**config.mk**
```make
export PLATFORM = sky130hd
export DESIGN_NAME = traffic_ctrl_nway
export DESIGN_NICKNAME = d
export VERILOG_FILES = /design/src/rtl/traffic_ctrl_nway.sv
export SDC_FILE = /design/constraint.sdc
export NUM_CORES = 1
export LEC_CHECK = 0
export CAP_MARGIN = 20
export CORE_MARGIN = 2
export CORE_UTILIZATION = 47
export CTS_CLUSTER_SIZE = 40
export DETAILED_ROUTE_END_ITERATION = 10
export GPL_TIMING_DRIVEN = 0
export PLACE_DENSITY = 0.84
export SYNTH_ARGS = -nofsm -noshare
export SYNTH_HDL_FRONTEND = slang
export SYNTH_SLANG_ARGS = --single-unit
export TNS_END_PERCENT = 100
```
**constraint.sdc**
```tcl
create_clock -name clk -period 2.2 [get_ports clk]
set_input_delay 0.44 -clock clk [delete_from_list [all_inputs] [get_ports clk]]
set_output_delay 0.44 -clock clk [all_outputs]
set_load 0.01 [all_outputs]
```
**src/rtl/traffic_ctrl_nway.sv**
```systemverilog
// traffic_ctrl_nway
// N-way traffic-light sequencer. Each approach gets green, then yellow, then an
// all-red clearance. Timing advances only on the external tick strobe. Night
// flashing mode is entered at an all-red boundary. The optional pedestrian
// walk phase is compiled in with the TRAFFIC_PED_EN macro.
//
// Ports:
//   clk       system clock, rising edge
//   rst_n     asynchronous active-low reset
//   tick      one-cycle timing strobe
//   flash_en  night-mode request (level)
//   ped_req   pedestrian request (any-length pulse)
//   lights    per way i, bits [3i+2:3i] = {red,yellow,green}
//   cur_way   way owning the current / most recent green
//   walk      pedestrian walk lamp
//   ped_ack   one-cycle pulse in the first cycle of WALK
//
// state  | meaning
// GREEN  | cur_way has green, others red
// YELLOW | cur_way has yellow, others red
// ALLRED | clearance, every way red; decides flash / walk / next way
// WALK   | every way red, walk lamp on (TRAFFIC_PED_EN only)
// FLASH  | night mode, all ways blink yellow on each tick
module traffic_ctrl_nway #(
  parameter int NUM_WAYS = 4,
  parameter int GREEN_T  = 5,
  parameter int YELLOW_T = 1,
  parameter int ALLRED_T = 1,
  parameter int PED_T    = 4,
  parameter int CNT_W    = 4
) (
  input  logic                  clk,
  input  logic                  rst_n,
  input  logic                  tick,
  input  logic                  flash_en,
  input  logic                  ped_req,
  output logic [3*NUM_WAYS-1:0] lights,
  output logic [2:0]            cur_way,
  output logic                  walk,
  output logic                  ped_ack
);

  typedef enum logic [2:0] {
    ST_GREEN  = 3'd0,
    ST_YELLOW = 3'd1,
    ST_ALLRED = 3'd2,
    ST_FLASH  = 3'd3
`ifdef TRAFFIC_PED_EN
    , ST_WALK = 3'd4
`endif
  } state_t;

  localparam logic [CNT_W-1:0] GREEN_LD  = CNT_W'(GREEN_T - 1);
  localparam logic [CNT_W-1:0] YELLOW_LD = CNT_W'(YELLOW_T - 1);
  localparam logic [CNT_W-1:0] ALLRED_LD = CNT_W'(ALLRED_T - 1);
  localparam logic [CNT_W-1:0] CNT_ONE   = CNT_W'(1);
  localparam logic [2:0]       LAST_WAY  = 3'(NUM_WAYS - 1);

  state_t           state_q, state_d;
  logic [CNT_W-1:0] timer_q, timer_d;
  logic [2:0]       cur_way_q, cur_way_d;
  logic             flash_q, flash_d;
  logic [2:0]       next_way;
  logic             timer_zero;

`ifdef TRAFFIC_PED_EN
  localparam logic [CNT_W-1:0] PED_LD = CNT_W'(PED_T - 1);
  logic pending_q, pending_d;
  logic ped_ack_q, ped_ack_d;
`else
  localparam int unused_ped_t = PED_T;
  logic unused_ped_req;
  assign unused_ped_req = ped_req;
`endif

  assign next_way   = (cur_way_q == LAST_WAY) ? 3'd0 : cur_way_q + 3'd1;
  assign timer_zero = (timer_q == '0);

  always_comb begin
    state_d   = state_q;
    timer_d   = timer_q;
    cur_way_d = cur_way_q;
    flash_d   = flash_q;
`ifdef TRAFFIC_PED_EN
    // a request arriving on the WALK-entry edge is overridden below and lost
    pending_d = pending_q | ped_req;
    ped_ack_d = 1'b0;
`endif
    case (state_q)
      ST_GREEN: begin
        if (tick) begin
          if (timer_zero) begin
            state_d = ST_YELLOW;
            timer_d = YELLOW_LD;
          end else begin
            timer_d = timer_q - CNT_ONE;
          end
        end
      end
      ST_YELLOW: begin
        if (tick) begin
          if (timer_zero) begin
            state_d = ST_ALLRED;
            timer_d = ALLRED_LD;
          end else begin
            timer_d = timer_q - CNT_ONE;
          end
        end
      end
      ST_ALLRED: begin
        if (tick) begin
          if (!timer_zero) begin
            timer_d = timer_q - CNT_ONE;
          end else if (flash_en) begin
            state_d = ST_FLASH;
            flash_d = 1'b1;
`ifdef TRAFFIC_PED_EN
          end else if (pending_q) begin
            state_d   = ST_WALK;
            timer_d   = PED_LD;
            pending_d = 1'b0;
            ped_ack_d = 1'b1;
`endif
          end else begin
            state_d   = ST_GREEN;
            timer_d   = GREEN_LD;
            cur_way_d = next_way;
          end
        end
      end
`ifdef TRAFFIC_PED_EN
      ST_WALK: begin
        if (tick) begin
          if (timer_zero) begin
            state_d   = ST_GREEN;
            timer_d   = GREEN_LD;
            cur_way_d = next_way;
          end else begin
            timer_d = timer_q - CNT_ONE;
          end
        end
      end
`endif
      ST_FLASH: begin
        if (tick) begin
          if (!flash_en) begin
            // park on the last way so the clearance hands green to way 0
            state_d   = ST_ALLRED;
            timer_d   = ALLRED_LD;
            cur_way_d = LAST_WAY;
          end else begin
            flash_d = ~flash_q;
          end
        end
      end
      default: begin
        state_d   = ST_ALLRED;
        timer_d   = ALLRED_LD;
        cur_way_d = LAST_WAY;
      end
    endcase
  end

  always_ff @(posedge clk or negedge rst_n) begin
    if (!rst_n) begin
      state_q   <= ST_GREEN;
      timer_q   <= GREEN_LD;
      cur_way_q <= 3'd0;
      flash_q   <= 1'b0;
`ifdef TRAFFIC_PED_EN
      pending_q <= 1'b0;
      ped_ack_q <= 1'b0;
`endif
    end else begin
      state_q   <= state_d;
      timer_q   <= timer_d;
      cur_way_q <= cur_way_d;
      flash_q   <= flash_d;
`ifdef TRAFFIC_PED_EN
      pending_q <= pending_d;
      ped_ack_q <= ped_ack_d;
`endif
    end
  end

  always_comb begin
    lights = '0;
    for (int i = 0; i < NUM_WAYS; i++) begin
      lights[3*i +: 3] = 3'b100;
      if (state_q == ST_FLASH) begin
        lights[3*i +: 3] = flash_q ? 3'b010 : 3'b000;
      end else if (3'(i) == cur_way_q) begin
        if (state_q == ST_GREEN)  lights[3*i +: 3] = 3'b001;
        if (state_q == ST_YELLOW) lights[3*i +: 3] = 3'b010;
      end
    end
  end

  assign cur_way = cur_way_q;

`ifdef TRAFFIC_PED_EN
  assign walk    = (state_q == ST_WALK);
  assign ped_ack = ped_ack_q;
`else
  assign walk    = 1'b0;
  assign ped_ack = 1'b0;
`endif

endmodule

```
# After elaboration in Yosys (flattened, before gate mapping)
# Index checks and enable logic that the tools add are counted.
[totals]
reg_bits = 11
latchBits = 0
ramBits = 0
rom_bits = 0
in_bits = 5
output_inout_bits = 17
elab_cells = 79
memories = 0
[op_classes]
add_sub_neg = 2
multipliers = 0
div = 0
magnitude_cmp = 0
n_eq_ne = 20
shift = 0
muxes = 42
bitwise_logic = 2
reduce_logical = 9
[op_table]
columns = ["operator", "n"]
rows = [
  ["3-bit 2-to-1 mux", 24],
  ["4-bit 2-to-1 mux", 7],
  ["2-bit inequality test, second input constant", 11],
  ["3-bit one-hot mux with 4 select lines", 1],
  ["4-bit one-hot mux with 3 select lines", 1],
  ["6-bit AND reduction", 2],
  ["3-bit by 2-bit equality test with 1-bit output, second input constant", 3],
  ["3-bit one-hot mux with 3 select lines", 1],
  ["8-bit AND reduction", 1],
  ["2-bit by 3-bit equality test with 1-bit output, first input constant", 2],
  ["3-bit zero test", 2],
  ["1-bit 2-to-1 mux", 5],
  ["5-bit AND reduction", 1],
  ["4-bit zero test", 1],
  ["2-bit 2-to-1 mux", 2],
  ["4-bit by 1-bit subtractor with 4-bit output, second input constant", 1],
  ["3-bit by 1-bit adder with 3-bit output, second input constant", 1],
  ["1-bit by 3-bit equality test with 1-bit output, first input constant", 1],
  ["3-bit by 1-bit equality test with 1-bit output, second input constant", 1],
  ["3-bit inequality test, second input constant", 1],
  ["2-bit by 1-bit inequality test with 1-bit output, second input constant", 1],
  ["1-bit NOT", 2],
  ["1-bit one-hot mux with 2 select lines", 1],
  ["2-bit nonzero test", 1],
  ["2-bit OR reduction", 1],
]

# Longest topological paths before layout
[logic_depth]
depth_word = 6
mapped_depth = 5
ltp_nobuf = 4

# Worst setup path before layout
# Ideal clock, no wire load.
[synth_timing]
kind = "reg2out"
start = "reg state_q[1]"
end = "out lights[7]"
t_arrival_ns = 1.360
required_ns = 1.760
setup_slack_ns = 0.400
stages_incl_launch_ff = 6
n_path_buf = 2
cell_sequence = "dfrtp_1 clkbuf_1 clkbuf_1 nor2_1 nand2_1 a21boi_0"
[synth_between]
elab_chain_cells = 4
elab_cells_between_ends = 5
classes_between = "2 x eq/ne; 3 x mux"
[synth_rtl]
columns = ["element", "line_no", "source"]
rows = [
  ["start, declared", "59", "state_t state_q, state_d;"],
  ["start signal, assigned", "175", "state_q <= state_d;"],
  ["3-bit by 1-bit equality test with 1-bit output", "194", "if (state_q == ST_YELLOW) lights[3*i +: 3] = 3'b010;"],
  ["3-bit 2-to-1 mux", "194", ""],
  ["3-bit 2-to-1 mux", "192", "end else if (3'(i) == cur_way_q) begin"],
  ["3-bit 2-to-1 mux *", "190", "if (state_q == ST_FLASH) begin"],
  ["end, declared", "37", "output logic [3*NUM_WAYS-1:0] lights,"],
]
# Every way passes the cells marked *; elsewhere a longest branch is shown, timed or not.

# Worst setup path after layout
[layout_timing]
start = "reg cur_way_q[1] (netlist: cur_way[1])"
end = "out lights[11]"
[layout_between]
elab_chain_cells = 3
[layout_rtl]
columns = ["element", "line_no", "source"]
rows = [
  ["start, declared", "61", "logic [2:0] cur_way_q, cur_way_d;"],
  ["start signal, assigned", "177", "cur_way_q <= cur_way_d;"],
  ["2-bit by 3-bit equality test with 1-bit output", "192", ""],
  ["3-bit 2-to-1 mux", "192", ""],
  ["3-bit 2-to-1 mux", "190", ""],
]
# No other way between the ends.

==> results_dict.tcl <==
set metrics [dict create \
    fillers 141 \
    gp_congestion 0.754 \
    synth_edf_count 0 \
    avgRoutedWirePerCell_um 13.9 \
    timing.rr.end "timer_q[2]$_DFFE_PN1P_" \
    dp_hpwl_um 1310 \
    ys.flop_type "dfrtp_1" \
    hp-class "in2async" \
    maxCapViolCount 0 \
    antenna_found_initial 0 \
    initial_utilization 0.485 \
    fin_nets 125 \
    period_minus_slack_ns 2.13 \
    wl_um 1830 \
    drt-initial-drc-count 15 \
    grt_usage 0.207 \
    skew_ns 0.00335 \
    clkLatencyLatePin_ns 0.28 \
    multi_input_area_um2 538 \
    max_freq_mhz 470 \
    numCtsBuffers 3 \
    clockBufferDepth 2 \
    cp-start-kind "register" \
    finalInstanceArea_mm2 0.00112 \
    cp.required_ns 1.76 \
    dieHeight_um 45.8 \
    leakage_nw 0.496 \
    clockRootBuffer "clkbuf_4" \
    port_buffers 18 \
    cts_max_level 1 \
    synth_cells 91 \
    antenna_left 0 \
    io_pins 22 \
    critPathCaptureType "output pin" \
    vdd_drop_max_mv 0.965 \
    syn_avg_cell_area_um2 9.01 \
    worst-setup-path-type "reg2out" \
    placed_cell_area_mm2 0.00102 \
    synth_top_area_share 0.275 \
    layout_setup_ws_ns 0.0744 \
    cts_tree "yes" \
    drc 0 \
    cp_data_arrival_time_ns 1.69 \
    yosysSeqAreaShare 0.307 \
    status "complete, no violations" \
    dp_slack_ns -0.175 \
    grt_pass1_vias 700 \
    synth_cell_types 39 \
    powerDensity_mw_per_mm2 1460 \
    diodes 0 \
    grt_pass1_wl_um 3130 \
    path_max_fanout 4 \
    setup_viol 0 \
    fin_crit_sh 0.966 \
    worst_pin_slew_ns 0.659 \
    viasPerCell 5.68 \
    num_rows 15 \
    dp.cells 127 \
    core_mm2 0.00169 \
    power.total_mw 1.63 \
    instances_no_fill 132 \
    die_x_um 45.8 \
    async_flop_share 1.00 \
    final_util 0.661 \
    reg2regPathDepth 5 \
    dieArea_mm2 0.00209 \
    slew-limit-headroom 0.557 \
    grt_overflow 0 \
    vias 750 \
    first_pass_iters 4 \
    regArea_um2 255 \
    drive_gt1_frac 0.261 \
    cts.sinks 10 \
    rsz0062_at_grt "false" \
    synthTopCellsByArea "dfrtp_1 27%, ha_1 6.1%, a21boi_0 5.5%, a21oi_1 3.7%, a2111oi_4 3.4%" \
    syn_area_um2 820 \
    crit-reg2reg-launch "timer_q[0]$_DFFE_PN0P_" \
    synthToLayoutAreaGrowth_pct 36.3 \
    hold_violations 0 \
    slew_violations 0 \
    synth_seq_cells 10 \
    synth_warnings 0 \
    synth_top_cell_by_area "dfrtp_1" \
    grt_max_degree 11 \
    clk_pin_slew_ns 0.07 \
    reg2reg_slack_ns 0.47 \
]
## synthesized netlist by cell type, types with 2 or more instances
master    number
nor2_1         4
dfrtp_1        9
nand3b_1       2
and2_1         4
buf_4          2
o21a_1         2
nand2b_1       3
a21oi_1        6
a21boi_0       6
clkbuf_1       4
nand2_1        7
inv_1          4
o21bai_1       3
o21ai_0        4
buf_6          2
ha_1           4
a211o_1        2
o22ai_1        2
## worst max path at each step
stage / slack (ns) / depth (start not counted) / start / end
floorplan: 0.40 / 5 / state_q[1]$_DFFE_PN0P_ / lights[7]
global placement: -0.13 / 6 / state_q[1]$_DFFE_PN0P_ / lights[7]
detailed placement: -0.17 / 6 / state_q[1]$_DFFE_PN0P_ / lights[1]
CTS: 0.04 / 4 / cur_way[0]$_DFFE_PN0P_ / lights[5]
global route: 0.001 / 5 / cur_way[1]$_DFFE_PN0P_ / lights[11]
finish: 0.07 / 5 / cur_way[1]$_DFFE_PN0P_ / lights[11]
## flip-flops by register name, summed over array words and instances (netlist names)
| signal | cells |
|---|---|
| state_q | 2 |
| flash_q | 1 |
| cur_way | 3 |
| timer_q | 4 |
## metal layers
metal | part of all wire | track usage | vias up
li1 | - | - | 370
met1 | 0.42 | 0.241 | 349
met2 | 0.52 | 0.386 | 29
met3 | 0.054 | 0.0238 | 2
met4 | 0.0098 | 0.0686 | 0
met5 | 0 | 0 | -
## placed cells by master, fill, tap and decap left out, types with 2 or more instances in the layout
master / instances
o21bai_1: 3
a21boi_0: 5
dlygate4sd2_1: 8
ha_1: 3
clkbuf_8: 3
o21a_1: 2
o21ai_0: 4
buf_4: 4
buf_6: 2
o22ai_1: 2
nand2_1: 7
a21oi_1: 6
and2_1: 5
nand2b_1: 2
conb_1: 2
dfrtp_2: 3
clkbuf_2: 2
nand3b_1: 2
clkbuf_4: 3
dfrtp_1: 6
nor2_1: 3
clkdlybuf4s50_1: 7
a211o_1: 2
inv_1: 4
## cell type report
cell class,count,share of cell area
well taps,17,0.0190
multi-input cells,69,0.482
plain buffers,8,0.0661
repair buffers,20,0.159
clock buffers,4,0.0325
flip-flops and latches,10,0.228
inverters,4,0.0134
## logic make-up (layout without fill, tap and decap cells)
family                     count (synthesis)  in the layout  share of synthesized area
DFF                                       10             10                      0.307
and+or+nand+nor                           27             27                      0.186
muxes                                      2              2                     0.0260
other                                      1              2                    0.00458
buffers and inverters                     13             36                     0.0885
AOI/OAI and AO/OA                         34             34                      0.327
adders and majority gates                  4              4                     0.0611
## timing repair
item                       in CTS  in global routing
resized for setup              25                  9
setup endpoints to repair      12                  4
hold endpoints to repair        0                  0
buffers inserted                2                  0
hold buffers                    0                  0
## critical path: stages, from the launching register on
cell,delay (ns)
dfrtp_1,0.44
ha_4,0.20
nand2b_4,0.09
nor2_1,0.04
nor2_1,0.09
clkdlybuf4s50_1,0.54
## power by group
group          leakage [nW]  total [mW]  internal [mW]  switching [mW]
combinational         0.359        1.12          0.556           0.564
sequential            0.116       0.342          0.263          0.0789
clock                0.0210       0.173          0.101          0.0719
## per-stage QoR
step,setup TNS (ns),hold WS (ns)
2_1_floorplan,0,0.144
3_3_place_gp,-0.364,0.477
3_5_place_dp,-0.744,0.495
4_1_cts,0,0.506
5_1_grt,0,0.523
6_report,0,0.484
Note: power is estimated with default switching activity, not from simulation.
